[src/rtl/isa_defs_pkg.sv]
// isa_defs: opcode constants, fetch FSM encoding and instruction length rule
// shared by the program memories, the fetch unit and the decoder.
package isa_defs;

    localparam logic [3:0] OP_ADD = 4'h0;
    localparam logic [3:0] OP_SUB = 4'h1;
    localparam logic [3:0] OP_MUL = 4'h2;
    localparam logic [3:0] OP_MOV = 4'h3;
    localparam logic [3:0] OP_NOP = 4'h4;

    localparam logic [5:0] OP_LD_IMM     = 6'b100000;
    localparam logic [5:0] OP_LD_MEM     = 6'b100001;
    localparam logic [5:0] OP_DEC        = 6'b100010;
    localparam logic [5:0] OP_CMP        = 6'b100011;
    localparam logic [5:0] OP_INPUT      = 6'b100100;
    localparam logic [5:0] OP_OUTPUT     = 6'b100101;
    localparam logic [5:0] OP_LD_MEM_REG = 6'b100110;
    localparam logic [5:0] OP_BRA        = 6'b101010;
    localparam logic [5:0] OP_BHI        = 6'b101100;
    localparam logic [5:0] OP_BEQ        = 6'b101101;

    typedef enum logic [1:0] {
        S_OP    = 2'd0,
        S_IMM   = 2'd1,
        S_VALID = 2'd2
    } ifu_state_e;

    // Short-form opcodes (bit 7 clear) never carry an immediate.
    function automatic logic is_two_byte(input logic [7:0] b);
        return b[7] && (b[7:2] inside {OP_LD_IMM, OP_LD_MEM, OP_CMP, OP_BRA, OP_BHI, OP_BEQ});
    endfunction

endpackage

[src/rtl/ifu_length_decode.sv]
// ifu_length_decode: flags opcode bytes that are followed by an immediate byte.
module ifu_length_decode
    import isa_defs::*;
(
    input  logic [7:0] opcode_i,
    output logic       two_byte_o
);

    assign two_byte_o = is_two_byte(opcode_i);

endmodule

[src/rtl/instruction_fetch_unit.sv]
// instruction_fetch_unit: walks the program ROM, assembles 1/2-byte instructions
// and presents them to decode over valid/ready; branch redirects win in every state.
module instruction_fetch_unit
    import isa_defs::*;
#(
    parameter int                ADDR_W   = 8,
    parameter logic [ADDR_W-1:0] RESET_PC = 8'd0
) (
    input  logic              clk,
    input  logic              reset,
    output logic [ADDR_W-1:0] address_bus,
    input  logic [7:0]        data_bus,
    output logic              instr_valid,
    input  logic              instr_ready,
    output logic [7:0]        instr_op,
    output logic [7:0]        instr_imm,
    output logic              instr_two_byte,
    output logic [ADDR_W-1:0] instr_pc,
    input  logic              branch_valid,
    input  logic [ADDR_W-1:0] branch_target
);

    ifu_state_e        state_q, state_d;
    logic [ADDR_W-1:0] pc_q, pc_d, ipc_q, ipc_d;
    logic [7:0]        op_q, op_d, imm_q, imm_d;
    logic              two_q, two_d, valid_q, valid_d;
    logic              two_byte;

    ifu_length_decode u_len (
        .opcode_i   (data_bus),
        .two_byte_o (two_byte)
    );

    always_ff @(posedge clk) begin
        if (!reset) begin
            state_q <= S_OP;
            pc_q    <= RESET_PC;
            ipc_q   <= '0;
            op_q    <= '0;
            imm_q   <= '0;
            two_q   <= 1'b0;
            valid_q <= 1'b0;
        end else begin
            state_q <= state_d;
            pc_q    <= pc_d;
            ipc_q   <= ipc_d;
            op_q    <= op_d;
            imm_q   <= imm_d;
            two_q   <= two_d;
            valid_q <= valid_d;
        end
    end

    always_comb begin
        state_d = state_q;
        pc_d    = pc_q;
        ipc_d   = ipc_q;
        op_d    = op_q;
        imm_d   = imm_q;
        two_d   = two_q;
        case (state_q)
            S_OP: begin
                op_d    = data_bus;
                ipc_d   = pc_q;
                pc_d    = pc_q + 1'b1;
                state_d = two_byte ? S_IMM : S_VALID;
                imm_d   = two_byte ? imm_q : 8'h00;
                two_d   = two_byte ? two_q : 1'b0;
            end
            S_IMM: begin
                imm_d   = data_bus;
                two_d   = 1'b1;
                pc_d    = pc_q + 1'b1;
                state_d = S_VALID;
            end
            S_VALID: state_d = instr_ready ? S_OP : S_VALID;
            default: state_d = S_OP;
        endcase
        // A redirect drops any partial or pending instruction.
        if (branch_valid) begin
            pc_d    = branch_target;
            state_d = S_OP;
        end
        valid_d = (state_d == S_VALID);
    end

    assign address_bus    = pc_q;
    assign instr_valid    = valid_q;
    assign instr_op       = op_q;
    assign instr_imm      = imm_q;
    assign instr_two_byte = two_q;
    assign instr_pc       = ipc_q;

endmodule
[config.mk]
export PLATFORM = sky130hd
export DESIGN_NAME = instruction_fetch_unit
export DESIGN_NICKNAME = d
export VERILOG_FILES = /design/src/rtl/isa_defs_pkg.sv /design/src/rtl/ifu_length_decode.sv /design/src/rtl/instruction_fetch_unit.sv
export SDC_FILE = /design/constraint.sdc
export NUM_CORES = 1
export LEC_CHECK = 0
export BUFFER_PORTS_ARGS = -buffer_cell sky130_fd_sc_hd__buf_2
export CORE_AREA = 2 2 66 68
export CTS_CLUSTER_SIZE = 20
export DETAILED_ROUTE_END_ITERATION = 16
export DIE_AREA = 0 0 68 70
export MAX_ROUTING_LAYER = met4
export PLACE_DENSITY = 0.67
export SETUP_SLACK_MARGIN = 0.02
export SLEW_MARGIN = 20
export SYNTH_ARGS = -nofsm -noshare
export SYNTH_HDL_FRONTEND = slang
export SYNTH_HIERARCHICAL = 1
export SYNTH_SLANG_ARGS = --single-unit
[constraint.sdc]
create_clock -name clk -period 1.3 [get_ports clk]
set_input_delay 0.13 -clock clk [delete_from_list [all_inputs] [get_ports clk]]
set_output_delay 0.13 -clock clk [all_outputs]
set_load 0.02 [all_outputs]
# ---- Word level (Yosys, flattened, before mapping)
# Cells that the tools add are included.
dict set report word_totals {
  regBits 36
  mem_count 0
  elab_cells 35
  out_inout_bits 34
  mem_bits_ro 0
  input_bits 20
  latchBits 0
  mem_bits_rw 0
}
dict set report classes {
  n_eq_ne 10
  n_mux 10
  n_lt_le_gt_ge 0
  n_reduce_logical 7
  n_addsub 1
  n_mul 0
  bitwise_logic 0
  div_mod_pow 0
  shift 0
}
# cell count
set ops {}
lappend ops {{$eq 6x6->1 const B} 6}
lappend ops {{$mux 8} 3}
lappend ops {{$pmux 8 s2} 1}
lappend ops {{$add 8x1->8 const B} 1}
lappend ops {{$mux 2} 3}
lappend ops {{$pmux 2 s3} 1}
lappend ops {{$reduce_bool 6->1} 1}
lappend ops {{$eq 2x2->1 const B} 2}
lappend ops {{$reduce_bool 2->1} 2}
lappend ops {{$eq 2x1->1 const B} 1}
lappend ops {{$logic_not 2->1} 1}
lappend ops {{$ne 2x2->1 const B} 1}
lappend ops {{$pmux 1 s2} 1}
lappend ops {{$reduce_and 2->1} 1}
lappend ops {{$reduce_or 2->1} 1}
lappend ops {{$logic_and 1x1->1} 1}
lappend ops {{$mux 1} 1}

# ---- Depth between registers and ports, before layout
dict set report logic_depth {
  word_depth 7
  depth_mapped 6
  depth_no_buf 6
}

# ---- By module
# The synthesis kept the hierarchy.
# mod n_inst cells_each seq_area_each_um2 area_each_um2
set modules_own_cells {}
lappend modules_own_cells {instruction_fetch_unit 1 172 720.7 1502.7}
lappend modules_own_cells {ifu_length_decode 1 6 0.0 46.3}

# ---- Least setup slack after synthesis
# Ideal clock, no wire load.
dict set report synth_path {
  kind {register to register}
  from {register pc_q[0], in the netlist address_bus[0]}
  to {register pc_q[6], in the netlist address_bus[6]}
  path_slack_ns -0.071
  t_arrival_ns 1.297
  path_stages_with_launch 5
  synth_period_minus_slack_ns 1.371
  path_buffers 0
  cell_sequence {dfxtp_1 > ha_1 > nand2b_1 > or3_1 > a31oi_1}
}
dict set report synth_between {
  elab_chain_cells 3
}
# element line
set synth_lines {}
lappend synth_lines {{start: declaration} instruction_fetch_unit.sv:24} ;# logic [ADDR_W-1:0] pc_q, pc_d, ipc_q, ipc_d;
lappend synth_lines {{start signal: assignment} instruction_fetch_unit.sv:45} ;# pc_q <= pc_d;
lappend synth_lines {{$add 8x1->8} {instruction_fetch_unit.sv:65, instruction_fetch_unit.sv:73}}
lappend synth_lines {{$mux 8} n/a}
lappend synth_lines {{$mux 8} instruction_fetch_unit.sv:80} ;# if (branch_valid) begin
# No other way between the ends. The select of a mux whose other input is x is not followed.
# A chain may end at the register's enable or synchronous reset.

# ---- Worst setup path in the final report
dict set report layout_path {
  from {register state_q[1]}
  to {register pc_q[7], in the netlist address_bus[7]}
}
dict set report layout_between {
  elab_chain_cells 3
  word_cells_on_any_way 4
}
# element line
set layout_lines {}
lappend layout_lines {{start: declaration} instruction_fetch_unit.sv:23} ;# ifu_state_e state_q, state_d;
lappend layout_lines {{start signal: assignment} instruction_fetch_unit.sv:44} ;# state_q <= state_d;
lappend layout_lines {{$eq 2x1->1 / $logic_not 2->1 (equally long branches)} instruction_fetch_unit.sv:61} ;# case (state_q)
lappend layout_lines {{$reduce_or 2->1 (no line) (*)} n/a}
lappend layout_lines {{$reduce_bool 2->1 (no line) (*)} n/a}
# Mark *: on every way between the ends. The rest lies on a longest branch, timed or not.

==> run metrics <==
vias in the first global route=roughly 1300; via count=approximately 1400; layout cells sized above 1=0.3614; Die Y=roughly 70 um; share of the core filled with cells=0.5027; routed vias/inst=about 4.8; nets=between 200 and 300; GRT Util Overall=0.1697; area added between synthesis and finish=34.49%; final wirelength=3.723 mm; number of port buffers=53; WL per Instance=between 10 and 15 um; post-synth top area share=0.4653; Ys Warns=6; Post-synth top flop=dfxtp_1; Max VDD drop=0.4822 mV; synth unique cells=42; largest cells by area after synthesis=dfxtp_1 (47%), a21boi_0 (11%), nand2_1 (11%), o21ai_0 (5.2%), xor2_1 (2.3%); Starting DRT DRC Count=roughly 100; hold crit path type=primary input to flip-flop; number of enable flip-flop cells after synthesis=0; Post-CTS Setup Bufs=0; Max Fclk=between 800 and 900 MHz; cells after synthesis=about 180; setup TNS=0 ps; Die Area=~0.0048 mm2; overall power=2339 uW; worst-path fanout max=12; register area share after synthesis=0.4653; most frequent cell after synthesis=nand2_1; RSZ-0062 raised after global routing=false; Worst Setup End Kind=flip-flop; cts bufs inserted=5; #FFs+latches synth=36; GRT overflow=0; H-tree depth=2; io pins=between 50 and 60; initial antenna violation count=0; CTS Buffer Depth=2; WS Path Type=flip-flop to flip-flop; # diodes=0; fin crit share=0.9539; Post-Route Skew=between 2 and 3 ps; worst-margin pin slew=approximately 290 ps; setup violators final=0; syn_area_per_cell=around 8.7 um2; Slew Limit Fails=0; post-synth top area cell=dfxtp_1; clk slew on worst S/H paths=approximately 70 ps; max_cap viols=0; worst skew pair latency=290 ps; mapped cell area=approximately 0.0015 mm2; top post-synthesis cells by count=nand2_1 (45), dfxtp_1 (36), a21boi_0 (23); Startpoint Class=flip-flop; Slew HR=0.8076; Req. time, crit path=1530 ps; TritonCTS clock tree=built; fraction of registers with async set/reset=0; global-route wire length before repair=approximately 5.9 mm; hpwl dp=2.769 mm; Die Wd=a little under 70 um; cell row count=24; clk sinks=36; root buffer cell=clkbuf_8; Detail Route Antenna Nets=0; Mapped Nets=about 200; Core ar.=between 0.004 and 0.005 mm2; minimum clock period=between 1000 and 1500 ps; number of hold buffers added after CTS=0; critical path arrival=~1500 ps; Pleak=~0.00096 uW; status=finished, final reports clean; pin count of the biggest net entering global routing=26; DRT Pass-1 Iters=4; final hold violations=0; Starting Density=0.3738; number of remaining DRC errors=0; placer congestion estimate=slightly below 0.8; PD cells=approximately 1100 mW/mm2
sequential cells by signal (all words and copies together) (netlist names):
| register | cells |
|---|---|
| address_bus | 8 |
| state_q | 2 |
| instr_two_byte | 1 |
| instr_imm | 8 |
| instr_valid | 1 |
| instr_op | 8 |
| instr_pc | 8 |
routing by layer:
metal  up-vias  global-route usage  routed length [um]
li1        752                   -                   -
met5         -                   -                   0
met4         0             0.07333                  73
met2        31              0.2427                1712
met1       650              0.2195                1759
met3         7             0.05153                 178
final cells by class:
type                            instances  area [um2]
Multi-Input combinational cell        129       769.5
Fill cell                             407        2061
Clock inverter                          1       5.005
Timing Repair Buffer                   75       430.4
Sequential cell                        36       733.2
Inverter                                2       7.507
Clock buffer                            6       72.57
Tap cell                               52       65.06
worst max-delay path, stage by stage, from the launching register on:
cell and delay [ps]:
dfxtp_2 380, or4b_1 500, nor3_1 140, a221o_1 150
timing repair:
item	in CTS	in global routing
pin swaps	0	0
resized for setup	3	2
cloned	0	0
setup endpoints to repair	4	2
report_power, final:
part           leakage (uW)  total (uW)  internal [uW]  switching [uW]
combinational      0.000619         398            176             222
clock             0.0000410         741            364             377
sequential         0.000298        1200           1160            40.2
total              0.000957        2340           1700             639
cell usage in the layout (no fill, tap or decap), types with 3 or more instances in the layout:
cell type,instances
buf_2,53
nand2_1,45
dfxtp_1,30
a21boi_0,23
buf_4,22
o21ai_0,16
clkbuf_8,5
xor2_1,4
dfxtp_2,4
nand2b_1,3
per-stage QoR:
step                hold slack (ps)  instances  area, um2  worst slack, ps
floorplan                     274.9        178       1555            23.94
global placement              399.5        294       1994           -263.5
CTS                           95.35        301       2078            63.56
finish                        102.6        301       2083            59.98
global route                  103.6        301       2083            26.07
detailed placement            407.2        294       1994           -294.3
cell families (layout without fill, tap and decap cells):
| family | count (synthesis) | after routing | synth area share |
|---|---|---|---|
| buffers and inverters | 13 | 84 | 0.04119 |
| muxes | 1 | 1 | 0.006462 |
| adders and majority gates | 1 | 1 | 0.008076 |
| xor gates and xnor gates | 5 | 5 | 0.02827 |
| and+or+nand+nor | 71 | 71 | 0.2302 |
| DFF | 36 | 36 | 0.4653 |
| AOI/OAI and AO/OA | 51 | 51 | 0.2205 |
path summary, 6_finish.rpt:
check	start	to	slack, ps	cells past startpoint
hold / removal	data_bus[1]	instr_op[1]	100	3
hold reg to reg	instr_pc[1]	instr_pc[1]	450	2
setup / recovery	state_q[1]	address_bus[7]	60	3
setup reg to reg	state_q[1]	address_bus[7]	60	3
Note: power is estimated with default switching activity, not from simulation.
